## src/rtl/cfg_serial_tx_if.sv

```systemverilog
// Signal bundle between FPGA control logic / backend pins and cfg_serial_tx.
// master = the transmitter itself, slave = whoever drives start/ready and watches the link.
interface cfg_serial_tx_if #(
    parameter int FRAME_W = 5
);
    logic               i_start;
    logic [FRAME_W-1:0] i_cfg_word;
    logic               i_ready;
    logic               o_resetbAll;
    logic               o_sclk;
    logic               o_sdout;
    logic               o_busy;
    logic               o_done;
    logic               o_timeout;
    // Encoded FSM state: 0 IDLE, 1 RST_HOLD, 2 SHIFT, 3 WAIT_READY.
    logic [1:0]         dbg_state;

    modport master (
        input  i_start, i_cfg_word, i_ready,
        output o_resetbAll, o_sclk, o_sdout, o_busy, o_done, o_timeout, dbg_state
    );

    modport slave (
        output i_start, i_cfg_word, i_ready,
        input  o_resetbAll, o_sclk, o_sdout, o_busy, o_done, o_timeout, dbg_state
    );
endinterface

```

## src/rtl/cfg_serial_tx.sv

```systemverilog
// Backend configuration initiator: reset pulse, MSB-first serial gain frame, ready handshake.
// Handshake: i_start is a one-cycle request honoured only in IDLE; o_done / o_timeout report the outcome.
module cfg_serial_tx #(
    parameter int CLK_DIV       = 2,
    parameter int FRAME_W       = 5,
    parameter int RST_CYCLES    = 4,
    parameter int READY_TIMEOUT = 64
) (
    input  logic             i_mainclk,
    input  logic             i_reset,
    cfg_serial_tx_if.master  bus
);
    localparam int MAX_A = (CLK_DIV > RST_CYCLES) ? CLK_DIV : RST_CYCLES;
    localparam int MAX_B = (READY_TIMEOUT > FRAME_W) ? READY_TIMEOUT : FRAME_W;
    localparam int MAX_V = (MAX_A > MAX_B) ? MAX_A : MAX_B;
    localparam int CNT_W = $clog2(MAX_V + 1);

    typedef enum logic [1:0] {
        IDLE       = 2'd0,
        RST_HOLD   = 2'd1,
        SHIFT      = 2'd2,
        WAIT_READY = 2'd3
    } state_t;

    state_t             state, state_n;
    logic [CNT_W-1:0]   cnt, cnt_n;
    logic [CNT_W-1:0]   bit_cnt, bit_cnt_n;
    logic               phase, phase_n;
    logic [FRAME_W-1:0] shreg, shreg_n;
    logic [FRAME_W-1:0] sh_left;
    logic               sclk, sclk_n;
    logic               sdout, sdout_n;
    logic               resetb, resetb_n;
    logic               done, done_n;
    logic               timeout, timeout_n;

    assign sh_left = shreg << 1;

    always_ff @(posedge i_mainclk) begin
        if (i_reset) begin
            state   <= IDLE;
            cnt     <= '0;
            bit_cnt <= '0;
            phase   <= 1'b0;
            shreg   <= '0;
            sclk    <= 1'b0;
            sdout   <= 1'b0;
            resetb  <= 1'b0;
            done    <= 1'b0;
            timeout <= 1'b0;
        end else begin
            state   <= state_n;
            cnt     <= cnt_n;
            bit_cnt <= bit_cnt_n;
            phase   <= phase_n;
            shreg   <= shreg_n;
            sclk    <= sclk_n;
            sdout   <= sdout_n;
            resetb  <= resetb_n;
            done    <= done_n;
            timeout <= timeout_n;
        end
    end

    always_comb begin
        state_n   = state;
        cnt_n     = cnt;
        bit_cnt_n = bit_cnt;
        phase_n   = phase;
        shreg_n   = shreg;
        sclk_n    = sclk;
        sdout_n   = sdout;
        done_n    = 1'b0;
        timeout_n = timeout;

        case (state)
            IDLE: begin
                if (bus.i_start) begin
                    shreg_n   = bus.i_cfg_word;
                    timeout_n = 1'b0;
                    cnt_n     = '0;
                    state_n   = RST_HOLD;
                end
            end
            RST_HOLD: begin
                if (cnt == CNT_W'(RST_CYCLES - 1)) begin
                    // Present the MSB together with the first low sclk phase.
                    state_n   = SHIFT;
                    cnt_n     = '0;
                    bit_cnt_n = '0;
                    phase_n   = 1'b0;
                    sclk_n    = 1'b0;
                    sdout_n   = shreg[FRAME_W-1];
                end else begin
                    cnt_n = cnt + CNT_W'(1);
                end
            end
            SHIFT: begin
                if (cnt == CNT_W'(CLK_DIV - 1)) begin
                    cnt_n = '0;
                    if (!phase) begin
                        phase_n = 1'b1;
                        sclk_n  = 1'b1;
                    end else begin
                        phase_n = 1'b0;
                        sclk_n  = 1'b0;
                        if (bit_cnt == CNT_W'(FRAME_W - 1)) begin
                            state_n = WAIT_READY;
                            sdout_n = 1'b0;
                        end else begin
                            bit_cnt_n = bit_cnt + CNT_W'(1);
                            shreg_n   = sh_left;
                            sdout_n   = sh_left[FRAME_W-1];
                        end
                    end
                end else begin
                    cnt_n = cnt + CNT_W'(1);
                end
            end
            WAIT_READY: begin
                // Ready is checked before the limit so a last-cycle ready still succeeds.
                if (bus.i_ready) begin
                    done_n  = 1'b1;
                    cnt_n   = '0;
                    state_n = IDLE;
                end else if (cnt == CNT_W'(READY_TIMEOUT - 1)) begin
                    timeout_n = 1'b1;
                    cnt_n     = '0;
                    state_n   = IDLE;
                end else begin
                    cnt_n = cnt + CNT_W'(1);
                end
            end
            default: state_n = IDLE;
        endcase

        resetb_n = (state_n != RST_HOLD);
    end

    assign bus.o_resetbAll = resetb;
    assign bus.o_sclk      = sclk;
    assign bus.o_sdout     = sdout;
    assign bus.o_busy      = (state != IDLE);
    assign bus.o_done      = done;
    assign bus.o_timeout   = timeout;
    assign bus.dbg_state   = state;
endmodule

```

## src/flat_wrapper.sv

```systemverilog
// flat-port wrapper written by rule: the top's interface ports become plain ports
module cfg_serial_tx_flat 
#(
    parameter int CLK_DIV       = 2,
    parameter int FRAME_W       = 5,
    parameter int RST_CYCLES    = 4,
    parameter int READY_TIMEOUT = 64
)
  (i_mainclk, i_reset, bus_i_start, bus_i_cfg_word, bus_i_ready, bus_o_resetbAll, bus_o_sclk, bus_o_sdout, bus_o_busy, bus_o_done, bus_o_timeout, bus_dbg_state);
  cfg_serial_tx_if #(.FRAME_W(FRAME_W)) bus_i ();
  input  logic i_mainclk;
  input  logic i_reset;
  input wire logic [$bits(bus_i.i_start)-1:0] bus_i_start;
  input wire logic [$bits(bus_i.i_cfg_word)-1:0] bus_i_cfg_word;
  input wire logic [$bits(bus_i.i_ready)-1:0] bus_i_ready;
  output wire logic [$bits(bus_i.o_resetbAll)-1:0] bus_o_resetbAll;
  output wire logic [$bits(bus_i.o_sclk)-1:0] bus_o_sclk;
  output wire logic [$bits(bus_i.o_sdout)-1:0] bus_o_sdout;
  output wire logic [$bits(bus_i.o_busy)-1:0] bus_o_busy;
  output wire logic [$bits(bus_i.o_done)-1:0] bus_o_done;
  output wire logic [$bits(bus_i.o_timeout)-1:0] bus_o_timeout;
  output wire logic [$bits(bus_i.dbg_state)-1:0] bus_dbg_state;
  assign bus_i.i_start = bus_i_start;
  assign bus_i.i_cfg_word = bus_i_cfg_word;
  assign bus_i.i_ready = bus_i_ready;
  assign bus_o_resetbAll = bus_i.o_resetbAll;
  assign bus_o_sclk = bus_i.o_sclk;
  assign bus_o_sdout = bus_i.o_sdout;
  assign bus_o_busy = bus_i.o_busy;
  assign bus_o_done = bus_i.o_done;
  assign bus_o_timeout = bus_i.o_timeout;
  assign bus_dbg_state = bus_i.dbg_state;
  cfg_serial_tx #(.CLK_DIV(CLK_DIV), .FRAME_W(FRAME_W), .RST_CYCLES(RST_CYCLES), .READY_TIMEOUT(READY_TIMEOUT)) u_core (.i_mainclk(i_mainclk), .i_reset(i_reset), .bus(bus_i));
endmodule
```

## config.mk

```make
export PLATFORM = sky130hd
export DESIGN_NAME = cfg_serial_tx_flat
export DESIGN_NICKNAME = d
export VERILOG_FILES = /design/src/rtl/cfg_serial_tx_if.sv /design/src/rtl/cfg_serial_tx.sv /design/src/flat_wrapper.sv
export SDC_FILE = /design/constraint.sdc
export NUM_CORES = 1
export LEC_CHECK = 0
export BUFFER_PORTS_ARGS = -buffer_cell sky130_fd_sc_hd__buf_2
export CAP_MARGIN = 20
export CORE_AREA = 5 5 82 46
export DETAILED_ROUTE_END_ITERATION = 10
export DIE_AREA = 0 0 87 51
export PLACE_DENSITY_LB_ADDON = 0.3
export SKIP_CTS_REPAIR_TIMING = 1
export SLEW_MARGIN = 20
export SYNTH_ARGS = -nofsm -noshare
export SYNTH_HDL_FRONTEND = slang
export SYNTH_SLANG_ARGS = --single-unit
```

## constraint.sdc

```tcl
create_clock -name i_mainclk -period 2.4 [get_ports i_mainclk]
set_clock_uncertainty 0.05 [all_clocks]
set_input_delay 0.48 -clock i_mainclk [delete_from_list [all_inputs] [get_ports i_mainclk]]
set_output_delay 0.48 -clock i_mainclk [all_outputs]
set_load 0.005 [all_outputs]
```

# After elaboration in Yosys (flattened, before gate mapping)
# Cells that the tools add are included.
# totals
reg_bits,26
latch_bits,0
mem_bits_rw,0
mem_bits_ro,0
input_bits,9
elab_cells,76
mem_count,0
# op_classes
addsub,2
mul,0
div,0
n_lt_le_gt_ge,0
eq_ne,15
shifts,0
n_mux,38
n_bitwise,1
reduce_logical,11
# op_table
cell,n
7-bit two-way mux,9
7-bit case mux with 4 select lines,1
5-bit two-way mux,4
7-bit by 1-bit adder with 7-bit output (second input constant),2
2-bit two-way mux,7
7-bit case mux with 2 select lines,1
1-bit two-way mux,11
2-bit by 1-bit != test with 1-bit output (second input constant),5
5-bit case mux with 2 select lines,1
5-bit AND reduction,2
2-bit case mux with 4 select lines,1
4-bit AND reduction,2
2-bit nonzero test,4
7-bit by 1-bit == test with 1-bit output (second input constant),1
7-bit by 2-bit == test with 1-bit output (second input constant),1
7-bit by 3-bit == test with 1-bit output (second input constant),1
7-bit by 6-bit == test with 1-bit output (second input constant),1
2-bit != test (second input constant),3
1-bit case mux with 2 select lines,3
2-bit == test (second input constant),2
3-bit AND reduction,1
2-bit by 1-bit == test with 1-bit output (second input constant),1
2-bit zero test,1
2-bit OR reduction,1
1-bit NOT,1

# Longest topological paths before layout
# Gate-level depths: netlist (run 1).
# logic_depth
depth_word,6
ltp_mapped,8
mapped_depth_nobuf,7

# Worst setup path before layout (run 1)
# Ideal clock, no wire load.
# synth_path
path_type,register -> register
startpoint,register u_core.state[0] (netlist: u_core.bus.dbg_state[0])
endpoint,register u_core.sdout (netlist: u_core.bus.o_sdout)
setup_ps,134
arrival_time_ps,1831
required_time_ps,2216
setup_slack_ps,386
path_stages_with_launch,9
period_less_slack_ps,2014
path_cell_list,dfxtp_1 > inv_1 > ha_1 > and2_1 > a32oi_1 > clkbuf_1 > a21oi_1 > nor2_1 > a211oi_1
# synth_via
elab_chain_len,3
elab_cells_between_ends,8
cone_classes,5 x eq/ne; 1 x mux; 2 x reduce/logical
# synth_lines
element,line,rtl
"start, declared",cfg_serial_tx.sv:25,"state_t state, state_n;"
"start signal, assigned",cfg_serial_tx.sv:52,state <= state_n;
2-bit == test or 2-bit by 1-bit == test with 1-bit output (tied branches),cfg_serial_tx.sv:76,case (state)
2-bit by 1-bit != test with 1-bit output (no source line) or 2-bit nonzero test (tied branches),n/a,
4-bit AND reduction (no source line),n/a,
"end signal, assigned",cfg_serial_tx.sv:58,sdout <= sdout_n;
"end, declared",cfg_serial_tx.sv:32,"logic sdout, sdout_n;"
# Parallel ways exist; a longest one is shown, timed or not.
# A chain may end at the register's enable or synchronous reset.

# Final worst setup path (run 1)
# layout_path
startpoint,register u_core.state[0] (netlist: u_core.bus.dbg_state[0])
endpoint,register u_core.bit_cnt[3]
# layout_via
elab_chain_len,3
elab_cells_between_ends,9
cone_classes,6 x eq/ne; 1 x mux; 2 x reduce/logical
# layout_lines
element,line,rtl
2-bit == test or 2-bit by 1-bit == test with 1-bit output (tied branches),cfg_serial_tx.sv:76,
"2-bit != test (no source line), or another cell as far along",n/a,
5-bit AND reduction (no source line),n/a,
"end signal, assigned",cfg_serial_tx.sv:54,bit_cnt <= bit_cnt_n;
"end, declared",cfg_serial_tx.sv:27,"logic [CNT_W-1:0] bit_cnt, bit_cnt_n;"
# Parallel ways exist; a longest one is shown, timed or not.

==> results.md, run 1 <==
* NetSw at 0.000224 W
* GRT Resource Usage Total at 17.3%
* Hold Fails Final Rpt at 0
* Fin Setup TNS at 0 ns
* RePlAce Congestion at 0.825
* Finished layout cell area at 0.00171 sq mm
* Syn_area_per_cell at 8.52 sq um
* EDFF count, synth at 0
* CP Capture Type: register
* Max-Cap Viols at 0
* Initial antenna violation count at 0
* Cell Pwr Density at 505 mW/mm^2
* Cells after synthesis at 178
* Buf/Inv on CP at 2
* WL/cell at 15.0 microns
* DRC viols at 0
* Vias at 1406
* WP data required at 2.55 ns
* Clock buffer depth at 2
* CP Cell Sequence: inv_1 -> ha_1 -> and2_1 -> a32oi_1 -> buf_4 -> or4_1 -> a21boi_0
* Hold Path Stages at 3
* HP Start: bus_i_ready
* Final setup viols at 0
* Cts bufs inserted at 3
* Post-route insts no fill at 237
* Worst-path clk slew at 0.09 ns
* Slew Viols, Final at 0
* Net Sw Frac at 25.9%
* Die height at 51 microns
* Post-DRT Antenna Nets at 0
* Min Tclk post-route at 2.15 ns
* Register share of total power at 52.5%
* Core area at 0.00293 sq mm
* Synth warn at 0
* Yosys reg bits at 26
* Clock power frac at 33.3%
* IO buf count at 16
* Netlist Area Pre-Place at 0.00152 sq mm
* Count of cell types in the netlist at 53
* CP Max Fanout at 17
* Worst Hold End: u_core.bus.o_done
* Final Routed Wirelength at 3540 microns
* Crit path DAT at 2.30 ns
* Leakage at 0.642 nW
* Starting density of the core at 51.8%
* DIE AREA at 0.00444 sq mm
* Async set-or-reset flop fraction in the synthesized netlist at 0%
* CTS tree: yes
* Root buf cell: clkbuf_8
* Largest net degree at the start of global routing at 23
* Fin nets at 215
* R2R setup slack at 0.25 ns
* Reg-to-reg endpoint: u_core.bit_cnt[3]
* Final Power at 0.000865 W
* Vias in the first global route at 1318
* Area after DPL at 0.00166 sq mm
* Dpl hpwl at 2590 microns
* Share of cells above drive strength 1 at 19.8%
* Inst Count DP at 233
* Comb power frac at 14.2%
* Cell family with most CP delay: simple AND/OR/NAND/NOR gates
* Diodes inserted at 0
* Max Clk Rate at 465 MHz
* Die X at 87 microns
* Critical-path cell with the highest stage delay: or4_1
* Worst min path class: in2reg
* Crit share post-route at 89.7%
* Unrepaired setup endpoints after global routing: false
* Slowest cell delay on critical path at 0.50 ns
* Outcome: finished, final reports clean
* First-pass GRT wire length at 6090 microns
* Crit Path Class: reg2reg
* Max-slew headroom at 66.7%
* Depth of the CTS H-tree at 1
* Num rows at 14
* Slew @ Worst Pin at 0.496 ns
* IO Count at 17
* FF-to-FF path depth at 7
* Seq/Total Area, Yosys at 34.3%
* Area Overhead vs Synth at 13.0%
* DRT iter0 DRCs at 60
* Grt ovf at 0
* Worst setup SP type: register
* Routed vias/inst at 5.93
* Pre-Repair DR Iteration Count at 4
* Syn_nets at 195
* Skew-Pair Late Insertion Delay at 0.27 ns
* Power Internal at 0.000641 W
* Synth Flop Type: dfxtp_1
* Worst R2R Start: u_core.bus.dbg_state[0]
* Max rail drop VDD at 0.000270 V
* Sink Count at 26
## synth_stat cells, drive strengths merged (2+ instances only)
cell	instances	share of area, %
o21ai	9	3.0
nand4	5	2.5
o41ai	2	1.2
or3	6	2.6
nor2	11	3.2
a21oi	14	4.6
or4b	2	1.3
or4	8	4.0
and2	2	0.82
a211oi	3	1.5
ha	8	6.6
nand3	3	0.99
nor3b	3	1.8
clkbuf	5	1.2
buf	3	1.5
a21boi	6	3.0
a31o	2	1.2
nand2	12	3.0
xor2	2	1.2
o31ai	6	3.3
mux2i	3	2.0
nor3	6	2.7
inv	10	2.5
a31oi	2	0.82
dfxtp	26	34
or2	2	0.82
## power groups by stage
stage	registers [W]	clock network [W]	logic, W
after global routing	0.000456	0.000323	0.000136
after CTS	0.000454	0.000295	0.000122
after floorplan	0.000463	0	0.0000737
final	0.000454	0.000288	0.000122
after global placement	0.000463	0	0.000118
after detailed placement	0.000464	0	0.000120
## worst register-to-register path, cell delays in order (launching register included)
cell and delay [ns]:
dfxtp_1 0.48, inv_1 0.11, ha_1 0.33, and2_1 0.13
a32oi_1 0.09, buf_4 0.20, or4_1 0.50, a21boi_0 0.19
## metrics by stage
stage	setup slack (ns)	hold slack [ns]	util (%)
floorplan	0.386	0.399	-
global placement	0.396	0.410	56.7
detailed placement	0.317	0.414	56.7
CTS	0.264	0.380	58.6
global route	0.137	0.400	58.6
finish	0.248	0.387	58.6
## how the worst max path moves through the flow
stage	startpoint	end	slack (ns)	cells past startpoint
floorplan	u_core.bus.dbg_state[0]	u_core.bus.o_sdout	0.39	8
global placement	u_core.bit_cnt[3]	u_core.bus.o_resetbAll	0.40	5
detailed placement	u_core.bus.dbg_state[0]	u_core.bit_cnt[3]	0.32	7
CTS	u_core.bus.dbg_state[0]	u_core.bit_cnt[3]	0.26	7
global route	u_core.cnt[3]	u_core.bit_cnt[3]	0.14	5
finish	u_core.bus.dbg_state[0]	u_core.bit_cnt[3]	0.25	7
## flip-flops by register name, summed over array words and instances, names as in the netlist
register                count
u_core.bus.o_resetbAll      1
u_core.bus.o_timeout        1
u_core.phase                1
u_core.shreg                5
u_core.bus.dbg_state        2
u_core.cnt                  7
u_core.bit_cnt              7
u_core.bus.o_sdout          1
u_core.bus.o_done           1
## metal layers
metal	track usage, %	share of wire [%]	vias up
li1	-	-	699
met1	22.4	49	678
met2	28.2	48	27
met3	4.82	2.9	2
met4	4.92	0.37	0
met5	0	0	-
## kinds of logic (layout without fill, tap and decap cells)
family / after synthesis / after routing / share of synthesized area, %
AO/OA/AOI/OAI: 52 / 52 / 22.9
XOR/XNOR: 3 / 3 / 1.73
adder cells (fa/ha/maj): 8 / 8 / 6.60
buffers and inverters: 19 / 38 / 5.45
flip-flops: 26 / 26 / 34.3
multiplexers: 3 / 3 / 1.98
AND/OR/NAND/NOR: 67 / 67 / 27.0
## placed cells by master (no fill, tap or decap), types with 3 or more instances in the layout
cell type / count
a21oi_1: 14
nand3_1: 3
dfxtp_1: 26
mux2i_1: 3
ha_1: 8
clkbuf_8: 4
buf_4: 7
or4_1: 8
buf_2: 16
o31ai_1: 5
o21ai_0: 9
nand4_1: 4
inv_1: 10
nor3_1: 5
nand2_1: 12
a211oi_1: 3
or3_1: 5
a21boi_0: 4
nor2_1: 10
## layout make-up
| class | instances | area, sq um |
|---|---|---|
| multi-input combinational | 133 | 913 |
| sequential | 26 | 520 |
| clock buffer | 4 | 55.1 |
| inverter | 11 | 41.3 |
| fill | 269 | 1210 |
| tap | 40 | 50.0 |
| timing repair buffer | 23 | 133 |
(Power assumes the default switching activity.)
==> run 2, diff against run 1 <==
Settings changed: RECOVER_POWER set to 100.
==> results.md, run 2 (synthesized netlist as in run 1, its figures left out) <==
* Outcome: finished, final reports clean
* Fin Setup TNS at 0 ns
* Unrepaired setup endpoints after global routing: false
* Multi-input gate area at 913 sq um
* Diodes inserted at 0
* Final setup viols at 0
* HP Start: bus_i_ready
* Inst Count DP at 233
* Max rail drop VDD at 0.000271 V
* Post-route insts no fill at 237
* Worst R2R Start: u_core.bus.dbg_state[0]
* Top Registers: u_core.bit_cnt: 7 flops, u_core.cnt: 7 flops, u_core.shreg: 5 flops
* Max Clk Rate at 467 MHz
* Fill cells at 273
* Die height at 51 microns
* Worst min path class: in2reg
* Post-DRT Antenna Nets at 0
* WP data required at 2.55 ns
* Leakage at 0.624 nW
* Fin nets at 215
* Worst Hold End: u_core.bus.o_done
* Depth of the CTS H-tree at 1
* Vias at 1401
* DRC viols at 0
* Sink Count at 26
* DRT iter0 DRCs at 71
* Core area at 0.00293 sq mm
* R2R setup slack at 0.26 ns
* First-pass GRT wire length at 6090 microns
* Crit share post-route at 89.3%
* Num rows at 14
* CP Capture Type: register
* Cts bufs inserted at 3
* Max-slew headroom at 66.8%
* IO Count at 17
* Slew @ Worst Pin at 0.494 ns
* Largest net degree at the start of global routing at 23
* RePlAce Congestion at 0.825
* Grt ovf at 0
* WL/cell at 14.9 microns
* Crit path DAT at 2.29 ns
* Routed vias/inst at 5.91
* IO buf count at 16
* Reg-to-reg endpoint: u_core.bit_cnt[3]
* Min Tclk post-route at 2.14 ns
* Area Overhead vs Synth at 12.5%
* Share of cells above drive strength 1 at 17.8%
* Pre-Repair DR Iteration Count at 4
* Reg area at 520 sq um
* Cell Pwr Density at 505 mW/mm^2
* Hold Path Stages at 3
* FF-to-FF path depth at 7
* Vias in the first global route at 1318
* Most frequent cells in the layout: dfxtp_1 (26), a21oi_1 (14), buf_2 (13)
* Root buf cell: clkbuf_8
* DIE AREA at 0.00444 sq mm
* Skew-Pair Late Insertion Delay at 0.27 ns
* Crit Path Class: reg2reg
* Worst setup SP type: register
* Starting density of the core at 51.8%
* Clock buffer depth at 2
* Hold Fails Final Rpt at 0
* CP Max Fanout at 17
* Die X at 87 microns
* Initial antenna violation count at 0
* GRT Resource Usage Total at 17.3%
* CTS tree: yes
* Commonest non-fill, non-tap cell in the layout: dfxtp_1
* Max-Cap Viols at 0
* Dpl hpwl at 2590 microns
* Worst-path clk slew at 0.09 ns
* Final Routed Wirelength at 3540 microns
* Slew Viols, Final at 0
## run 2: changes by cell type in the layout (fill, tap and decap cells not counted)
cell,previous run,this run
buf_2,16,13
and2_1,2,1
buf_4,7,6
a21boi_0,4,6
and2_0,0,1
clkbuf_1,0,4
a21boi_1,2,0
## run 2: power breakdown
part,internal [W],switching [W]
Sequential,0.000445,0.00000911
Combinational,0.0000462,0.0000735
Clock,0.000147,0.000141
Total,0.000638,0.000224
## run 2: worst max-delay path by stage
stage | startpoint | endpoint | slack (ns) | depth (start not counted)
after detailed placement | u_core.bus.dbg_state[0] | u_core.bit_cnt[3] | 0.32 | 7
after global routing | u_core.bus.dbg_state[0] | u_core.bit_cnt[5] | 0.11 | 7
final | u_core.bus.dbg_state[0] | u_core.bit_cnt[3] | 0.26 | 7
after CTS | u_core.bus.dbg_state[0] | u_core.bit_cnt[3] | 0.26 | 7
after floorplan | u_core.bus.dbg_state[0] | u_core.bus.o_sdout | 0.39 | 8
after global placement | u_core.bit_cnt[3] | u_core.bus.o_resetbAll | 0.40 | 5
## run 2: per-stage QoR
stage	cell area [sq um]	hold WS (ns)	utilization (%)	power (W)	worst slack, ns
final	1710	0.385	58.3	0.000862	0.257
after global routing	1710	0.400	58.3	0.000912	0.110
after CTS	1710	0.380	58.6	0.000871	0.264
after detailed placement	1660	0.414	56.7	0.000585	0.317
after global placement	1660	0.410	56.7	0.000581	0.396
after floorplan	1520	0.399	-	0.000537	0.386
## run 2: layout make-up
cell class / count / share of cell area, %
flip-flops and latches: 26 / 30.5
well taps: 40 / 2.93
multi-input cells: 133 / 53.6
clock buffers: 4 / 3.23
inverters: 11 / 2.42
repair buffers: 23 / 7.34
## run 2: critical path: stages, from the launching register on
cell and delay (ns):
dfxtp_1 0.46, inv_1 0.10, ha_1 0.33, and2_0 0.13
a32oi_1 0.09, buf_4 0.20, or4_1 0.50, a21boi_0 0.19
## run 2: per-layer routing
| layer | part of all wire, % | vias up | GRT usage [%] |
|---|---|---|---|
| met5 | 0 | - | 0 |
| met4 | 0.37 | 0 | 4.92 |
| met3 | 4.1 | 2 | 4.82 |
| met2 | 47 | 30 | 28.2 |
| met1 | 48 | 670 | 22.4 |
| li1 | - | 699 | - |
